--- config.mk ---
export PLATFORM = sky130hd
export DESIGN_NAME = imem_loader
export DESIGN_NICKNAME = d
export VERILOG_FILES = /design/src/rtl/imem_loader.sv
export SDC_FILE = /design/constraint.sdc
export NUM_CORES = 1
export LEC_CHECK = 0
export BUFFER_PORTS_ARGS = -buffer_cell sky130_fd_sc_hd__buf_2
export CORE_ASPECT_RATIO = 0.7
export CORE_MARGIN = 2
export CORE_UTILIZATION = 30
export CTS_BUF_LIST = sky130_fd_sc_hd__clkbuf_2 sky130_fd_sc_hd__clkbuf_4 sky130_fd_sc_hd__clkbuf_8
export DETAILED_ROUTE_END_ITERATION = 8
export GPL_TIMING_DRIVEN = 0
export PLACE_DENSITY_LB_ADDON = 0.05
export SKIP_CTS_REPAIR_TIMING = 1
export SYNTH_ARGS = -nofsm -noshare
export SYNTH_HDL_FRONTEND = slang
export SYNTH_SLANG_ARGS = --single-unit
--- constraint.sdc ---
create_clock -name clk_int -period 4.6 [get_ports clk_int]
set_clock_uncertainty 0.15 [all_clocks]
set_input_delay 0.46 -clock clk_int [delete_from_list [all_inputs] [get_ports clk_int]]
set_output_delay 0.46 -clock clk_int [all_outputs]
set_load 0.02 [all_outputs]
--- src/rtl/imem_loader.sv ---
// imem_loader
// -----------------------------------------------------------------------------
// Assembles instruction-memory write frames from a byte stream arriving on the
// synchronised port-A pads during memory-load mode. A frame is a 2-byte address
// field (MSB first) followed by DATA_W/8 data bytes (MSB first). Once a frame
// is complete it is held until the host raises commit, which produces exactly
// one single-cycle imem_write strobe.
//
// Ports:
//   clk_int        in   core clock, all state on rising edge
//   reset          in   synchronous active-high reset
//   load_en        in   high during memory-load mode; low aborts a partial frame
//   byte_clk       in   synchronised byte strobe level (rising edge = byte valid)
//   byte_in[7:0]   in   synchronised byte, sampled on the byte_clk edge cycle
//   commit         in   synchronised write-request level (rising edge = commit)
//   imem_write_adr out  assembled address (ADDR_W)
//   imem_in        out  assembled data word (DATA_W)
//   imem_write     out  single-cycle write strobe
//   frame_ready    out  complete frame held, awaiting commit
//   word_count     out  number of writes issued, wraps at 2^ADDR_W
//   err_addr       out  sticky: address field had bits set above ADDR_W
//   err_overrun    out  sticky: byte arrived while a complete frame was held
//   err_commit     out  sticky: commit arrived with no complete frame
//   dbg_state[1:0] out  current FSM state (0 IDLE, 1 ADDR, 2 DATA, 3 FULL)
//
// Handshake: the upstream side has no ready; a byte is accepted on every
// byte_clk rising edge seen at a clock edge, and one is accepted at most every
// 2 cycles because byte_clk must be low for at least a cycle between bytes.
// -----------------------------------------------------------------------------
module imem_loader #(
  parameter int ADDR_W = 10,
  parameter int DATA_W = 40
) (
  input  logic              clk_int,
  input  logic              reset,
  input  logic              load_en,
  input  logic              byte_clk,
  input  logic [7:0]        byte_in,
  input  logic              commit,
  output logic [ADDR_W-1:0] imem_write_adr,
  output logic [DATA_W-1:0] imem_in,
  output logic              imem_write,
  output logic              frame_ready,
  output logic [ADDR_W-1:0] word_count,
  output logic              err_addr,
  output logic              err_overrun,
  output logic              err_commit,
  output logic [1:0]        dbg_state
);

  localparam int NBYTES = DATA_W / 8;
  localparam int IDX_W  = $clog2(NBYTES + 1);

  typedef enum logic [1:0] {
    S_IDLE = 2'd0,
    S_ADDR = 2'd1,
    S_DATA = 2'd2,
    S_FULL = 2'd3
  } state_e;

  state_e              state_q, state_d;
  logic [IDX_W-1:0]    idx_q, idx_d;
  logic [7:0]          addr_hi_q, addr_hi_d;
  logic [ADDR_W-1:0]   addr_q, addr_d;
  logic [DATA_W-1:0]   data_q, data_d;
  logic [ADDR_W-1:0]   adr_out_q, adr_out_d;
  logic [DATA_W-1:0]   din_out_q, din_out_d;
  logic                write_q, write_d;
  logic [ADDR_W-1:0]   count_q, count_d;
  logic                err_addr_q, err_addr_d;
  logic                err_over_q, err_over_d;
  logic                err_commit_q, err_commit_d;
  logic                byte_prev_q, commit_prev_q;

  logic                byte_edge;
  logic                commit_edge;
  logic [15:0]         addr_field;
  logic [DATA_W-1:0]   data_shifted;

  assign byte_edge    = byte_clk & ~byte_prev_q;
  assign commit_edge  = commit & ~commit_prev_q;
  assign addr_field   = {addr_hi_q, byte_in};
  assign data_shifted = (data_q << 8) | DATA_W'(byte_in);

  always_comb begin
    state_d      = state_q;
    idx_d        = idx_q;
    addr_hi_d    = addr_hi_q;
    addr_d       = addr_q;
    data_d       = data_q;
    adr_out_d    = adr_out_q;
    din_out_d    = din_out_q;
    write_d      = 1'b0;
    count_d      = count_q;
    err_addr_d   = err_addr_q;
    err_over_d   = err_over_q;
    err_commit_d = err_commit_q;

    // A commit with no complete frame is only flagged; it never writes.
    if (commit_edge && state_q != S_FULL) begin
      err_commit_d = 1'b1;
    end

    if (!load_en) begin
      // Abort: drop any partial frame. A write already in write_q still fires.
      state_d = S_IDLE;
      idx_d   = '0;
    end else begin
      unique case (state_q)
        S_IDLE: begin
          if (byte_edge) begin
            addr_hi_d = byte_in;
            idx_d     = IDX_W'(1);
            state_d   = S_ADDR;
          end
        end
        S_ADDR: begin
          if (byte_edge) begin
            addr_d = addr_field[ADDR_W-1:0];
            // Shifting the full 16-bit field keeps this valid for ADDR_W == 16.
            if ((addr_field >> ADDR_W) != 16'd0) begin
              err_addr_d = 1'b1;
            end
            idx_d   = '0;
            state_d = S_DATA;
          end
        end
        S_DATA: begin
          if (byte_edge) begin
            data_d = data_shifted;
            if (idx_q == IDX_W'(NBYTES - 1)) begin
              // Outputs only change when a whole frame lands.
              adr_out_d = addr_q;
              din_out_d = data_shifted;
              idx_d     = '0;
              state_d   = S_FULL;
            end else begin
              idx_d = idx_q + IDX_W'(1);
            end
          end
        end
        S_FULL: begin
          // A byte here is discarded; if it coincides with commit, commit wins.
          if (byte_edge) begin
            err_over_d = 1'b1;
          end
          if (commit_edge) begin
            write_d = 1'b1;
            count_d = count_q + ADDR_W'(1);
            state_d = S_IDLE;
          end
        end
        default: state_d = S_IDLE;
      endcase
    end
  end

  always_ff @(posedge clk_int) begin
    if (reset) begin
      state_q       <= S_IDLE;
      idx_q         <= '0;
      addr_hi_q     <= '0;
      addr_q        <= '0;
      data_q        <= '0;
      adr_out_q     <= '0;
      din_out_q     <= '0;
      write_q       <= 1'b0;
      count_q       <= '0;
      err_addr_q    <= 1'b0;
      err_over_q    <= 1'b0;
      err_commit_q  <= 1'b0;
      // Track the live levels so a level high at release is not an edge.
      byte_prev_q   <= byte_clk;
      commit_prev_q <= commit;
    end else begin
      state_q       <= state_d;
      idx_q         <= idx_d;
      addr_hi_q     <= addr_hi_d;
      addr_q        <= addr_d;
      data_q        <= data_d;
      adr_out_q     <= adr_out_d;
      din_out_q     <= din_out_d;
      write_q       <= write_d;
      count_q       <= count_d;
      err_addr_q    <= err_addr_d;
      err_over_q    <= err_over_d;
      err_commit_q  <= err_commit_d;
      byte_prev_q   <= byte_clk;
      commit_prev_q <= commit;
    end
  end

  assign imem_write_adr = adr_out_q;
  assign imem_in        = din_out_q;
  assign imem_write     = write_q;
  assign frame_ready    = (state_q == S_FULL);
  assign word_count     = count_q;
  assign err_addr       = err_addr_q;
  assign err_overrun    = err_over_q;
  assign err_commit     = err_commit_q;
  assign dbg_state      = state_q;

endmodule
==> metrics.txt <==
# TYPE chip_impl_metric gauge
chip_impl_info{name="run_status",value="complete, no violations"} 1
chip_impl_metric{name="power.combinational.fraction",unit="%"} 3.9
chip_impl_info{name="dominantRegCellSynth",value="dfxtp_1"} 1
chip_impl_metric{name="worst_path_largest_cell_delay",unit="ns"} 0.52
chip_impl_metric{name="placedCellCount",unit=""} 859
chip_impl_metric{name="layout-area-overhead-vs-synth",unit="%"} 22.5
chip_impl_metric{name="synth-edff-count",unit=""} 0
chip_impl_metric{name="drc",unit=""} 0
chip_impl_metric{name="syn-cell-area",unit="mm^2"} 0.00504
chip_impl_metric{name="finalWirelength",unit="um"} 13000
chip_impl_metric{name="cts-buffers-inserted",unit=""} 17
chip_impl_metric{name="detail-route-antenna-nets",unit=""} 0
chip_impl_metric{name="ys_seq_elements",unit=""} 121
chip_impl_metric{name="boundaryPins",unit=""} 80
chip_impl_metric{name="fin_nets",unit=""} 675
chip_impl_metric{name="final.period_utilization",unit="%"} 47.7
chip_impl_metric{name="drv_cap",unit=""} 0
chip_impl_metric{name="routed-via-count",unit=""} 3987
chip_impl_metric{name="floorplan.die.width",unit="um"} 159
chip_impl_metric{name="synth_cell_type_count",unit=""} 38
chip_impl_metric{name="layout.cells.non_filler",unit=""} 893
chip_impl_metric{name="dr.pass1.iters",unit=""} 4
chip_impl_metric{name="clock_sink_count",unit=""} 121
chip_impl_info{name="critical_path_s_top_delay_family",value="buffers and inverters"} 1
chip_impl_metric{name="synth_async_sr_flop_share",unit="%"} 0
chip_impl_info{name="crit_top_cell",value="buf_2"} 1
chip_impl_metric{name="port_buffers",unit=""} 78
chip_impl_metric{name="fp.coreArea",unit="mm^2"} 0.0164
chip_impl_metric{name="syn-num-nets",unit=""} 576
chip_impl_info{name="worstPathCellList",value="dlygate4sd3_1 -> buf_2 -> buf_2 -> and4b_1 -> buf_2 -> and3_4 -> buf_6 -> buf_6 -> mux2i_1"} 1
chip_impl_metric{name="drt-wirelength-per-cell",unit="um"} 14.6
chip_impl_metric{name="setup_total_negative_slack",unit="ns"} 0
chip_impl_metric{name="fraction_of_final_layout_cells_with_drive_strength_greater_than_1",unit="%"} 19.2
chip_impl_metric{name="die_y",unit="um"} 112
chip_impl_metric{name="post_dp_cell_area",unit="mm^2"} 0.00571
chip_impl_metric{name="grt_use_total",unit="%"} 15.6
chip_impl_metric{name="finalHoldViolCount",unit=""} 0
chip_impl_metric{name="critPathRequiredTime",unit="ns"} 4.82
chip_impl_metric{name="dp_worst_setup_slack",unit="ns"} 2.03
chip_impl_info{name="critical_path.startpoint_type",value="input pin"} 1
chip_impl_metric{name="ctsHtreeMaxLevel",unit=""} 4
chip_impl_metric{name="clkLatencyLatePin",unit="ns"} 0.44
chip_impl_metric{name="min_period",unit="ns"} 2.20
chip_impl_metric{name="finalInstanceArea",unit="mm^2"} 0.00618
chip_impl_metric{name="tightestPinTransition",unit="ns"} 0.748
chip_impl_metric{name="power_leakage",unit="uW"} 0.00226
chip_impl_metric{name="dp_hpwl",unit="um"} 9290
chip_impl_metric{name="relSlewSlack",unit="%"} 50.1
chip_impl_metric{name="peakVddDrop",unit="V"} 0.000117
chip_impl_metric{name="seq_area_frac_synth",unit="%"} 48.0
chip_impl_metric{name="crit_path_max_fanout",unit=""} 10
chip_impl_metric{name="slew_violations",unit=""} 0
chip_impl_metric{name="grt_overflow",unit=""} 0
chip_impl_info{name="holdCritPathClass",value="input pin to flop"} 1
chip_impl_metric{name="cell_internal_pwr",unit="uW"} 1730
chip_impl_metric{name="syn_inst_count",unit=""} 556
chip_impl_metric{name="num_rows",unit=""} 39
chip_impl_info{name="tritoncts_clock_tree",value="done"} 1
chip_impl_metric{name="first_global_vias",unit=""} 4034
chip_impl_metric{name="dieArea",unit="mm^2"} 0.0179
chip_impl_metric{name="finalWeightedCongestion",unit=""} 0.741
chip_impl_metric{name="grt_max_degree",unit=""} 17
chip_impl_metric{name="detailedRoute.firstIterationViolations",unit=""} 225
chip_impl_metric{name="switching_fraction_of_total_power",unit="%"} 21.9
chip_impl_metric{name="avgSynthCellArea",unit="um^2"} 9.07
chip_impl_metric{name="finish.utilization",unit="%"} 37.7
chip_impl_metric{name="power.density_cell_area",unit="mW/mm^2"} 360
chip_impl_metric{name="power_frac_clock",unit="%"} 48.6
chip_impl_metric{name="cts_buffer_depth",unit=""} 2
chip_impl_metric{name="timing.final.setup_violations",unit=""} 0
chip_impl_info{name="setup_repair_after_global_routing_missed_its_margin",value="no"} 1
chip_impl_metric{name="path_buf_inv",unit=""} 6
chip_impl_metric{name="part_of_the_total_power_dissipated_in_sequential_elements",unit="%"} 47.6
chip_impl_metric{name="yosysWarningCount",unit=""} 0
chip_impl_metric{name="clk_pin_slew_worst_paths",unit="ns"} 0.07
chip_impl_info{name="timing.critical_path.slowest_stage_cell",value="dlygate4sd3_1"} 1
chip_impl_metric{name="via_density_per_instance",unit=""} 4.46
chip_impl_metric{name="critical_path_arrival",unit="ns"} 2.41
chip_impl_metric{name="total_switching_power",unit="uW"} 487
chip_impl_info{name="cts-root-buf",value="clkbuf_8"} 1
chip_impl_metric{name="filler_cell_count",unit=""} 1746
chip_impl_metric{name="antennaDiodeCount",unit=""} 0
chip_impl_info{name="path_class",value="input pin to flop"} 1
chip_impl_metric{name="initial_antenna_violation_count",unit=""} 0
chip_impl_metric{name="floorplan.initialDensity",unit="%"} 30.8
chip_impl_info{name="crit_path_end_kind",value="flop"} 1
chip_impl_metric{name="fin_ws",unit="ns"} 2.40
chip_impl_metric{name="max_clk_rate",unit="MHz"} 455
chip_impl_metric{name="grt_pass1_wl",unit="um"} 21600
registers in the layout (all words and copies together), names as in the netlist:
register / count
imem_in: 40
data_q: 32
addr_q: 10
imem_write_adr: 10
word_count: 10
addr_hi_q: 8
idx_q: 3
dbg_state: 2
byte_prev_q: 1
commit_prev_q: 1
err_addr: 1
err_commit: 1
err_overrun: 1
imem_write: 1
synth_stat cells (6+ instances only):
master / instances / area (um^2)
inv_1: 8 / 30.0
nand2_1: 108 / 405
a21oi_1: 60 / 300
o31ai_1: 6 / 45.0
buf_6: 6 / 67.6
ha_1: 7 / 87.6
nand2b_1: 102 / 638
dfxtp_1: 121 / 2420
nor2_1: 7 / 26.3
clkbuf_1: 23 / 86.3
mux2i_1: 53 / 531
routing by layer:
metal  part of all wire, %  vias up  wire length [um]  GRT usage (%)
li1                      -     2043                 -              -
met1                    55     1865              7210           23.1
met2                    39       67              5130           21.3
met3                   4.3       12               557           4.43
met4                   1.2        0               150           5.64
met5                     0        -                 0              0
through the flow:
stage | total power [uW] | hold WS (ns)
2_1_floorplan | 1130 | 0.281
3_3_place_gp | 1170 | 0.293
3_5_place_dp | 1170 | 0.291
4_1_cts | 2250 | -0.0405
5_1_grt | 2310 | 0.148
6_report | 2220 | 0.160
path summary, 6_finish.rpt:
check,from,to,slack (ns),depth (start not counted)
setup reg to reg,dbg_state[0],imem_write_adr[0],2.45,9
setup / recovery,byte_clk,imem_write_adr[0],2.40,9
hold reg to reg,err_addr,err_addr,0.30,2
hold / removal,byte_in[1],data_q[1],0.16,3
worst min-delay path, delay by kind of cell:
| kind | cells | cell delay, ns |
|---|---|---|
| AO/OA/AOI/OAI | 1 | 0.05 |
| AND/OR/NAND/NOR | 1 | 0.06 |
| buffers and inverters | 1 | 0.14 |
cell type report:
| class | instances | area, um^2 | share of cell area (%) |
|---|---|---|---|
| Buffer | 39 | 198 | 3.20 |
| Clock buffer | 24 | 299 | 4.84 |
| Clock inverter | 8 | 143 | 2.31 |
| Inverter | 8 | 30.0 | 0.486 |
| Multi-Input combinational cell | 388 | 2390 | 38.7 |
| Sequential cell | 121 | 2420 | 39.2 |
| Tap cell | 225 | 282 | 4.56 |
| Timing Repair Buffer | 80 | 410 | 6.65 |
placed cells by master (no fill, tap or decap), drive strengths merged, types with 2 or more instances in the layout:
cell	instances
a21oi	60
o21ai	4
or3	4
clkbuf	48
bufinv	4
nor4	2
nor2	7
clkinv	3
or4	6
inv	8
dlygate4sd3	2
nand3	5
dfxtp	121
nand4b	4
mux2i	53
nor2b	2
buf	93
nand2b	102
and4b	3
a21boi	2
nand2	108
ha	7
o31ai	6
logic make-up after synthesis:
family | share of synthesized area (%)
AOI/OAI and AO/OA | 9.03
xor gates and xnor gates | 0.174
adders and majority gates | 1.74
buffers and inverters | 4.52
DFF | 48.0
muxes | 10.7
and+or+nand+nor | 25.8
power by group through the flow:
stage               registers [uW]  clock network [uW]  logic, uW
finish                        1060                1080       86.2
global route                  1060                1160       96.7
CTS                           1060                1100       86.7
detailed placement            1080                   0       86.5
global placement              1080                   0       85.5
floorplan                     1080                   0       53.5
(Power assumes the default switching activity.)
